[src/rtl/uart_tx_capture_if.sv]
// Byte handshake between the UART capture FIFO and its consumer.
// The capture block drives data/valid; the consumer drives ready.
interface uart_tx_capture_if;
  logic [7:0] rx_data;
  logic       rx_valid;
  logic       rx_ready;

  modport master (output rx_data, output rx_valid, input rx_ready);
  modport slave  (input rx_data, input rx_valid, output rx_ready);
endinterface

[src/rtl/uart_tx_capture.sv]
// 8N1 receiver for the processor console TX line.
// Decoded bytes go into a small FIFO that is drained over a valid/ready port.
module uart_tx_capture #(
  parameter int BAUD_DIV   = 87,
  parameter int FIFO_DEPTH = 8,
  parameter int CNT_W      = 4
) (
  input  logic             sysclk,
  input  logic             nsysreset,
  input  logic             rx_in,
  uart_tx_capture_if.master rx,
  output logic             framing_err,
  output logic             overflow,
  input  logic             clr_overflow,
  output logic [CNT_W-1:0] fifo_count
);
  localparam int TW = 16;
  localparam int AW = (FIFO_DEPTH > 1) ? $clog2(FIFO_DEPTH) : 1;
  localparam logic [TW-1:0] MID  = TW'(BAUD_DIV / 2);
  localparam logic [TW-1:0] LAST = TW'(BAUD_DIV - 1);

  typedef enum logic [2:0] {IDLE, START, DATA, STOP, WAIT_IDLE} state_t;

  state_t          state;
  logic [TW-1:0]   cnt;
  logic [2:0]      bit_idx;
  logic [7:0]      shreg;
  logic            rx_meta, rx_s;

  logic [7:0]      mem [FIFO_DEPTH];
  logic [AW-1:0]   wptr, rptr;
  logic            push, pop, wr, full;

  // Line is idle-high, so the synchroniser presets to 1 to avoid a false start.
  always_ff @(posedge sysclk or negedge nsysreset) begin
    if (!nsysreset) begin
      rx_meta <= 1'b1;
      rx_s    <= 1'b1;
    end else begin
      rx_meta <= rx_in;
      rx_s    <= rx_meta;
    end
  end

  always_ff @(posedge sysclk or negedge nsysreset) begin
    if (!nsysreset) begin
      state       <= IDLE;
      cnt         <= '0;
      bit_idx     <= '0;
      shreg       <= '0;
      framing_err <= 1'b0;
    end else begin
      framing_err <= 1'b0;
      cnt         <= cnt + 1'b1;
      case (state)
        IDLE: begin
          cnt <= '0;
          if (!rx_s) state <= START;
        end
        START: begin
          if (cnt == MID) begin
            cnt <= '0;
            if (!rx_s) begin
              state   <= DATA;
              bit_idx <= '0;
            end else begin
              state <= IDLE;
            end
          end
        end
        DATA: begin
          if (cnt == LAST) begin
            cnt     <= '0;
            shreg   <= {rx_s, shreg[7:1]};
            bit_idx <= bit_idx + 1'b1;
            if (bit_idx == 3'd7) state <= STOP;
          end
        end
        STOP: begin
          if (cnt == LAST) begin
            cnt <= '0;
            if (rx_s) begin
              state <= IDLE;
            end else begin
              framing_err <= 1'b1;
              state       <= WAIT_IDLE;
            end
          end
        end
        WAIT_IDLE: begin
          cnt <= '0;
          if (rx_s) state <= IDLE;
        end
        default: state <= IDLE;
      endcase
    end
  end

  // Push lands on the stop-bit sample edge itself so valid rises one cycle later.
  assign push = (state == STOP) && (cnt == LAST) && rx_s;
  assign full = (fifo_count == CNT_W'(FIFO_DEPTH));
  assign pop  = rx.rx_valid & rx.rx_ready;
  assign wr   = push & (~full | pop);

  always_ff @(posedge sysclk) begin
    if (wr) mem[wptr] <= shreg;
  end

  always_ff @(posedge sysclk or negedge nsysreset) begin
    if (!nsysreset) begin
      wptr       <= '0;
      rptr       <= '0;
      fifo_count <= '0;
      overflow   <= 1'b0;
    end else begin
      if (wr)  wptr <= wptr + 1'b1;
      if (pop) rptr <= rptr + 1'b1;
      case ({wr, pop})
        2'b10:   fifo_count <= fifo_count + 1'b1;
        2'b01:   fifo_count <= fifo_count - 1'b1;
        default: fifo_count <= fifo_count;
      endcase
      // A new overflow wins over a same-cycle clear.
      if (push && full && !pop) overflow <= 1'b1;
      else if (clr_overflow)    overflow <= 1'b0;
    end
  end

  assign rx.rx_valid = (fifo_count != '0);
  assign rx.rx_data  = rx.rx_valid ? mem[rptr] : 8'h00;
endmodule

[src/flat_wrapper.sv]
// flat-port wrapper written by rule: the top's interface ports become plain ports
module uart_tx_capture_flat 
#(
  parameter int BAUD_DIV   = 87,
  parameter int FIFO_DEPTH = 8,
  parameter int CNT_W      = 4
)
  (sysclk, nsysreset, rx_in, framing_err, overflow, clr_overflow, fifo_count, rx_rx_data, rx_rx_valid, rx_rx_ready);
  uart_tx_capture_if rx_i ();
  input  logic sysclk;
  input  logic nsysreset;
  input  logic rx_in;
  output logic framing_err;
  output logic overflow;
  input  logic clr_overflow;
  output logic [CNT_W-1:0] fifo_count;
  output wire logic [$bits(rx_i.rx_data)-1:0] rx_rx_data;
  output wire logic [$bits(rx_i.rx_valid)-1:0] rx_rx_valid;
  input wire logic [$bits(rx_i.rx_ready)-1:0] rx_rx_ready;
  assign rx_rx_data = rx_i.rx_data;
  assign rx_rx_valid = rx_i.rx_valid;
  assign rx_i.rx_ready = rx_rx_ready;
  uart_tx_capture #(.BAUD_DIV(BAUD_DIV), .FIFO_DEPTH(FIFO_DEPTH), .CNT_W(CNT_W)) u_core (.sysclk(sysclk), .nsysreset(nsysreset), .rx_in(rx_in), .rx(rx_i), .framing_err(framing_err), .overflow(overflow), .clr_overflow(clr_overflow), .fifo_count(fifo_count));
endmodule
[config.mk]
export PLATFORM = sky130hd
export DESIGN_NAME = uart_tx_capture_flat
export DESIGN_NICKNAME = d
export VERILOG_FILES = /design/src/rtl/uart_tx_capture_if.sv /design/src/rtl/uart_tx_capture.sv /design/src/flat_wrapper.sv
export SDC_FILE = /design/constraint.sdc
export NUM_CORES = 1
export LEC_CHECK = 0
export BUFFER_PORTS_ARGS = -buffer_cell sky130_fd_sc_hd__clkbuf_2
export CORE_MARGIN = 2
export CORE_UTILIZATION = 55
export DETAILED_ROUTE_END_ITERATION = 8
export PLACE_DENSITY = 0.87
export SLEW_MARGIN = 10
export SYNTH_ARGS = -nofsm -noshare
export SYNTH_HDL_FRONTEND = slang
export SYNTH_SLANG_ARGS = --single-unit
[constraint.sdc]
create_clock -name sysclk -period 3.5 [get_ports sysclk]
set_input_delay 0.175 -clock sysclk [delete_from_list [all_inputs] [get_ports sysclk]]
set_output_delay 0.175 -clock sysclk [all_outputs]
set_load 0.03 [all_outputs]
==> results of run 1 <==
layout make-up:
cell class                 count  area (µm²)
clock buffer                  14       177.7
clock inverter                 2       15.01
fill                         567        3108
inverter                       7       26.28
multi-input combinational    184        1535
sequential                   108        3025
tap                          105       131.4
timing repair buffer          32       197.7
sequential cells by signal, summed over array words and instances (netlist names):
name                count
u_core.bit_idx          3
u_core.cnt             16
u_core.fifo_count       4
u_core.framing_err      1
u_core.mem             64
u_core.overflow         1
u_core.rptr             3
u_core.rx_meta          1
u_core.rx_s             1
u_core.shreg            8
u_core.state            3
u_core.wptr             3
worst max path at each step:
stage | startpoint | slack [ns] | cells past startpoint | endpoint
2_1_floorplan | u_core.cnt[12] | 0.20 | 5 | u_core.mem[4][0]
3_3_place_gp | u_core.cnt[12] | 0.70 | 5 | u_core.mem[2][5]
3_5_place_dp | u_core.cnt[12] | 0.63 | 5 | u_core.bit_idx[0]
4_1_cts | u_core.cnt[12] | 0.61 | 5 | u_core.bit_idx[0]
5_1_grt | u_core.cnt[0] | 0.44 | 12 | u_core.fifo_count[2]
6_report | u_core.cnt[12] | 0.60 | 5 | u_core.bit_idx[0]
critical path, delay by kind of cell, from the launching register on:
kind | cells | cell delay [ns]
AND/OR/NAND/NOR | 4 | 2.06
flip-flops | 1 | 0.42
multiplexers | 1 | 0.30
per-layer routing:
metal  part of all wire (%)  vias up  GRT usage (%)
li1                       -     1229              -
met1                     42     1333          24.18
met4                    1.0        0          5.952
met3                    4.9        7          4.229
met2                     52       76          31.54
met5                      0        -              0
cell families (layout without fill, tap and decap cells):
group / count (synthesis) / after routing
flip-flops: 108 / 108
AND/OR/NAND/NOR: 100 / 100
multiplexers: 38 / 38
buffers and inverters: 23 / 55
XOR/XNOR: 20 / 20
AO/OA/AOI/OAI: 19 / 19
adder cells (fa/ha/maj): 7 / 7
layout by cell type (no fill, tap or decap), types with 3 or more instances in the layout:
master | synthesis | routed
buf_4 | 1 | 11
dfrtp_1 | 42 | 42
xnor2_1 | 10 | 10
nor2_1 | 37 | 37
or3_1 | 3 | 3
nor4_1 | 8 | 8
clkbuf_8 | 0 | 10
nand4_1 | 3 | 3
ha_1 | 7 | 7
mux2_2 | 12 | 12
o21ai_0 | 6 | 6
a21oi_1 | 6 | 6
mux4_2 | 16 | 16
xor2_1 | 10 | 10
mux2i_1 | 9 | 9
nand3_1 | 6 | 6
nand2_1 | 16 | 16
nor3_1 | 7 | 7
nor4b_1 | 4 | 4
inv_1 | 7 | 7
edfxtp_1 | 64 | 64
or4_1 | 3 | 3
clkbuf_2 | 0 | 19
power by group:
| group | internal [W] | switching (W) | leakage [nW] | total (W) |
|---|---|---|---|---|
| combinational | 0.000196 | 0.000204 | 0.716 | 0.000400 |
| clock | 0.000333 | 0.000383 | 0.0998 | 0.000715 |
| sequential | 0.00138 | 0.000118 | 1.33 | 0.00150 |
through the flow:
stage / power, W / instances
6_report: 0.002615 / 452
5_1_grt: 0.002737 / 452
4_1_cts: 0.002650 / 452
3_5_place_dp: 0.001937 / 434
3_3_place_gp: 0.001919 / 434
2_1_floorplan: 0.001825 / 315
repair_timing:
item | CTS | global route
endpoints found under the hold margin | 2 | 0
hold buffers | 2 | 0
setup endpoints to repair | 0 | 0
gates resized for setup | 0 | 0
==> parameters.txt, run 1 <==
Parameter                              Value

Critical path
  CP dominant cell by count ... or4_1
  Cells along the critical path ... or4_1 -> or4_1 -> nor4b_4 -> nor2_1 -> mux2_4
  Element type at the critical path end ... flop
  Crit path required time ... 3.74 ns
  CP max stage delay ... 0.69 ns
  Kind of launch point of the worst setup path ... flop
  Standard cell with the maximum stage delay on the critical path ... nor4b_4
  Reg-to-reg slack, setup ... 0.60 ns
  Reg-to-Reg Start ... u_core.cnt[12]
  Endpoint of the most critical register-to-register path ... u_core.bit_idx[0]
  Type of the setup path with the least slack ... reg2reg
  Worst-case reg-to-reg path depth ... 5
  Data arrival time of the critical path ... 3.14 ns
  Max Fanout on Critical Path ... 12

Power
  Maximum resistive drop on vdd ... 0.2302 mV
  Ratio of total power to cell area ... 511.9 nW/µm²
  Leakage ... 2.143 nW

Logic synthesis
  Adder and majority cell fraction of the synthesized area ... 1.879%
  Main combinational cell family by area after synthesis ... multiplexers
  Number of distinct library cells after synthesis ... 44
  Mapped cell area ... 4662 µm²
  Proportion of synthesized flip-flops having asynchronous set or reset ... 40.74%
  Net count of the mapped netlist ... 327
  Compound-Gate Fraction of Synth Area ... 2.979%
  Flop and latch count out of synthesis ... 108
  Seq/Total Area, Yosys ... 64.90%
  Top flip-flop cell by instance count after synthesis ... edfxtp_1
  Syn_area_per_cell ... 14.80 µm²
  Number of warnings reported in the yosys synthesis log ... 0
  Top cells by area in the synthesized netlist ... edfxtp_1 (41%), dfrtp_1 (23%), mux4_2 (7.7%), nor2_1 (3.0%), mux2_2 (2.9%)
  Number of synthesized flops with an enable pin ... 64
  Post-synthesis cell type with the largest combined area ... edfxtp_1
  Synth Instances ... 315
  Post-synthesis simple-gate area fraction ... 11.43%
  Top cells by instance count after synthesis ... edfxtp_1 (64), dfrtp_1 (42), nor2_1 (37), mux4_2 (16), nand2_1 (16)
  Most repeated cell in the gate-level netlist after synthesis ... edfxtp_1
  Fraction of post-synthesis cell area in the top cell type by area ... 41.22%
  Fraction of synthesized cell area in xor and xnor cells ... 3.757%
  Mux contribution to synthesized area ... 12.88%

Floorplan
  Core region area ... 8217 µm²
  Width of the die ... 96.07 µm
  Die H ... 96.07 µm
  Initial Utilization ... 56.74%
  Number of rows created at floorplan ... 33
  Total die area ... 9228 µm²
  IO Pins ... 20

Routing
  Vias per cell ... 5.852
  Mean routed wirelength per cell ... 17.76 µm
  Number of DRC violations after detailed routing ... 0
  DRC violation total after the first TritonRoute iteration ... 140
  Number of detailed-route iterations in the first pass ... 4
  Post-DRT Antenna Nets ... 0
  Wirelength, routed ... 8026 µm
  Total number of vias ... 2645

Timing
  Slew at the pin with the worst max-slew slack ... 1.073 ns
  Tcrit/Tclk final ... 82.78%
  Final period demand of the worst path ... 2.897 ns
  Rel. slew slack ... 28.49%
  Count of endpoints failing hold in the final timing report ... 4
  Unrepaired setup endpoints after global routing ... false
  Smallest setup slack after layout ... 0.6026 ns
  Number of setup violations in the final report ... 0
  Max Clock Freq ... 0.3451 GHz
  Final number of max-transition violations ... 0
  Sum of negative setup slack ... 0 ns
  Final setup skew ... 0.01502 ns
  Worst Hold Slack ... -0.004417 ns

Layout
  Number of nets in the layout ... 354
  Area growth from synthesis to layout ... 9.581%
  Final standard cell utilization of the core ... 62.17%
  Antenna cells ... 0
  Share of layout cells above drive strength 1 ... 23.05%
  Final design area excluding fillers ... 5109 µm²

Placement
  HPWL after DPL ... 5645 µm
  Worst slack at placement ... 0.6303 ns
  Last weighted congestion value of the routability-driven placer ... 0.8293
  Quantity of I/O buffers inserted on ports ... 19
  Dpl cell area ... 4896 µm²

Global route
  Maximum number of pins on one net before global-route repair ... 45
  Via count of the first global-routing pass ... 2542
  Overflow after GRT ... 0
  Wire length of the first global-routing pass ... 12820 µm
  Combined global-route utilization of all metal layers ... 18.71%
  Initial antenna violation count ... 0

Clock network
  Clock-pin slew of the registers on the worst-case setup and hold paths ... 0.09 ns
  Master cell of the clock root buffer ... clkbuf_8
  TritonCTS clock tree ... yes
  Buffers inserted during post-CTS setup optimization ... 0
  Source-to-sink clock delay at the later pin of the worst-skew pair ... 0.36 ns
  CTS sink count ... 108
  Maximum count of clock buffers along a single path ... 2
  Cts bufs inserted ... 9
  H-tree levels ... 3

Hold path
  Hold crit path type ... in2async

Status
  Run status ... finished with violations
  Violated checks ... negative hold slack

Flow run
  Max-cap violation count ... 0
Note: power is estimated with default switching activity, not from simulation.
==> run 2, diff against run 1 <==
Clock period 3.5 ns to 2.57 ns, I/O delays scaled along.
==> run 2 against run 1 <==
- the run ends with negative setup slack left
- register-to-register slack lost 0.71 ns
- setup slack lost 0.71 ns
- non-clock buffer count grew 23
- clock skew shrank 0.00088 ns
- via count grew 3.2%
- total power grew 37%
- hold slack gained 0.17 ns
- global-route usage grew 3.4 points
- critical path depth grew 1
- core utilization grew 4.6 points
- critical path type unchanged
- critical endpoint is now u_core.mem[4][6]
- largest power group unchanged
==> parameters.txt, run 2 (synthesis gave the netlist of run 1 again) <==
Parameter                              Value

Routing
  Total number of vias ... 2730
  Post-DRT Antenna Nets ... 0
  Number of detailed-route iterations in the first pass ... 4
  Vias per cell ... 5.747
  DRC violation total after the first TritonRoute iteration ... 141
  Wirelength, routed ... 8971 µm
  Number of DRC violations after detailed routing ... 0
  Mean routed wirelength per cell ... 18.89 µm

Placement
  Worst slack at placement ... -0.2192 ns
  Number of cells in the design after placement ... 454
  Quantity of I/O buffers inserted on ports ... 19
  Last weighted congestion value of the routability-driven placer ... 0.8363
  Dpl cell area ... 5204 µm²
  HPWL after DPL ... 6118 µm

Status
  Run status ... finished with violations
  Violated checks ... negative setup slack

Global route
  Overflow after GRT ... 0
  Via count of the first global-routing pass ... 2865
  Initial antenna violation count ... 0
  Wire length of the first global-routing pass ... 14650 µm
  Global-route track usage on met1 ... 26.93%
  Met3 demand-to-capacity share in global routing ... 3.915%
  Maximum number of pins on one net before global-route repair ... 45
  Routing layer with the top usage in global route ... met2
  Combined global-route utilization of all metal layers ... 22.14%
  Met2 usage in global routing ... 38.02%

Floorplan
  Width of the die ... 96.07 µm
  Initial Utilization ... 56.74%
  Number of rows created at floorplan ... 33
  IO Pins ... 20
  Core region area ... 8217 µm²
  Total die area ... 9228 µm²
  Die H ... 96.07 µm

Critical path
  Kind of launch point of the worst setup path ... flop
  Type of the setup path with the least slack ... reg2reg
  Crit path required time ... 2.65 ns
  CP endpoint ... u_core.mem[4][6]
  Endpoint of the most critical register-to-register path ... u_core.mem[4][6]
  Worst-case reg-to-reg path depth ... 6
  Reg-to-reg slack, setup ... -0.11 ns
  Reg-to-Reg Start ... u_core.cnt[12]
  Element type at the critical path end ... flop
  Max Fanout on Critical Path ... 9
  Data arrival time of the critical path ... 2.76 ns
  Worst setup path start ... u_core.cnt[12]

Hold path
  Hold crit path type ... in2reg
  Hold Path Stages ... 4

Layout
  Final standard cell utilization of the core ... 66.77%
  Antenna cells ... 0
  Area growth from synthesis to layout ... 17.69%
  Non-filler cells in the finished layout ... 475
  Commonest non-fill, non-tap cell in the layout ... edfxtp_1
  Fill cells ... 537
  Number of nets in the layout ... 377
  Share of layout cells above drive strength 1 ... 31.62%
  Number of flip-flops under the largest register name ... 64
  Most frequent cells in the layout ... edfxtp_1 (64), dfrtp_1 (42), nor2_1 (36)
  Register bank with the most flops ... u_core.mem
  Leading registers by flop count ... u_core.mem (64), u_core.cnt (16), u_core.shreg (8)
  Final design area excluding fillers ... 5487 µm²

Clock network
  Master cell of the clock root buffer ... clkbuf_8
  TritonCTS clock tree ... yes
  Maximum count of clock buffers along a single path ... 2
  Clock-pin slew of the registers on the worst-case setup and hold paths ... 0.11 ns
  Cts bufs inserted ... 9
  CTS sink count ... 108
  Source-to-sink clock delay at the later pin of the worst-skew pair ... 0.37 ns
  H-tree levels ... 3

Timing
  Smallest setup slack after layout ... -0.1099 ns
  Tcrit/Tclk final ... 104.3%
  Sum of negative setup slack ... -2.992 ns
  Unrepaired setup endpoints after global routing ... true
  Rel. slew slack ... 28.39%
  Final setup skew ... 0.01414 ns
  Max Clock Freq ... 0.3732 GHz
  Final period demand of the worst path ... 2.680 ns
  Slew at the pin with the worst max-slew slack ... 1.074 ns
  Final number of max-transition violations ... 0
  Count of endpoints failing hold in the final timing report ... 0
  Number of setup violations in the final report ... 56

Power
  Leakage ... 2.315 nW
  Ratio of total power to cell area ... 651.1 nW/µm²
  Maximum resistive drop on vdd ... 0.3786 mV

Flow run
  Max-cap violation count ... 0
==> run 2: power by group <==
group	leakage (nW)	switching, W	internal (W)
clock	0.0869	0.000587	0.000366
sequential	1.33	0.000162	0.00188
combinational	0.901	0.000292	0.000284
==> run 2: layout make-up <==
type                            instances  area, µm²  share of cell area [%]
Sequential cell                       108       3025                   55.14
Timing Repair Buffer                   55      445.4                   8.119
Clock buffer                            9      123.9                   2.258
Tap cell                              105      131.4                   2.395
Inverter                                7      26.28                  0.4789
Clock inverter                          7      58.81                   1.072
Multi-Input combinational cell        184       1675                   30.54
==> run 2: worst min path at each step <==
| stage | startpoint | endpoint | slack, ns |
|---|---|---|---|
| 2_1_floorplan | nsysreset | u_core.bit_idx[0] | -0.17 |
| 3_3_place_gp | rx_in | u_core.rx_meta | 0.22 |
| 3_5_place_dp | rx_in | u_core.rx_meta | 0.22 |
| 4_1_cts | rx_rx_ready | u_core.overflow | 0.15 |
| 5_1_grt | rx_rx_ready | u_core.overflow | 0.20 |
| 6_report | rx_rx_ready | u_core.overflow | 0.16 |
==> run 2: metal layers <==
metal | up-vias | wire, µm
li1 | 1281 | -
met1 | 1370 | 3627
met2 | 61 | 4806
met3 | 18 | 311
met4 | 0 | 225
met5 | - | 0
==> run 2: critical path, stage by stage, from the launching register on <==
cell and delay (ns):
dfrtp_1 0.39, or4_4 0.53, or3_4 0.34, or4b_4 0.56, buf_12 0.17, nor4b_4 0.24
buf_6 0.18
==> run 2: metrics by stage <==
stage	hold WS (ns)	total power (W)
6_report	0.1644	0.003572
5_1_grt	0.1963	0.003743
4_1_cts	0.1542	0.003606
3_5_place_dp	0.2205	0.002667
3_3_place_gp	0.2158	0.002635
2_1_floorplan	-0.1671	0.002491
==> run 2: repair_timing <==
item | in CTS | in global routing
hold buffers | 3 | 0
gates cloned | 0 | 0
gates resized for setup | 12 | 2
setup endpoints to repair | 66 | 75
setup buffers | 2 | 0
hold endpoints to repair | 44 | 0
pin swaps | 1 | 1
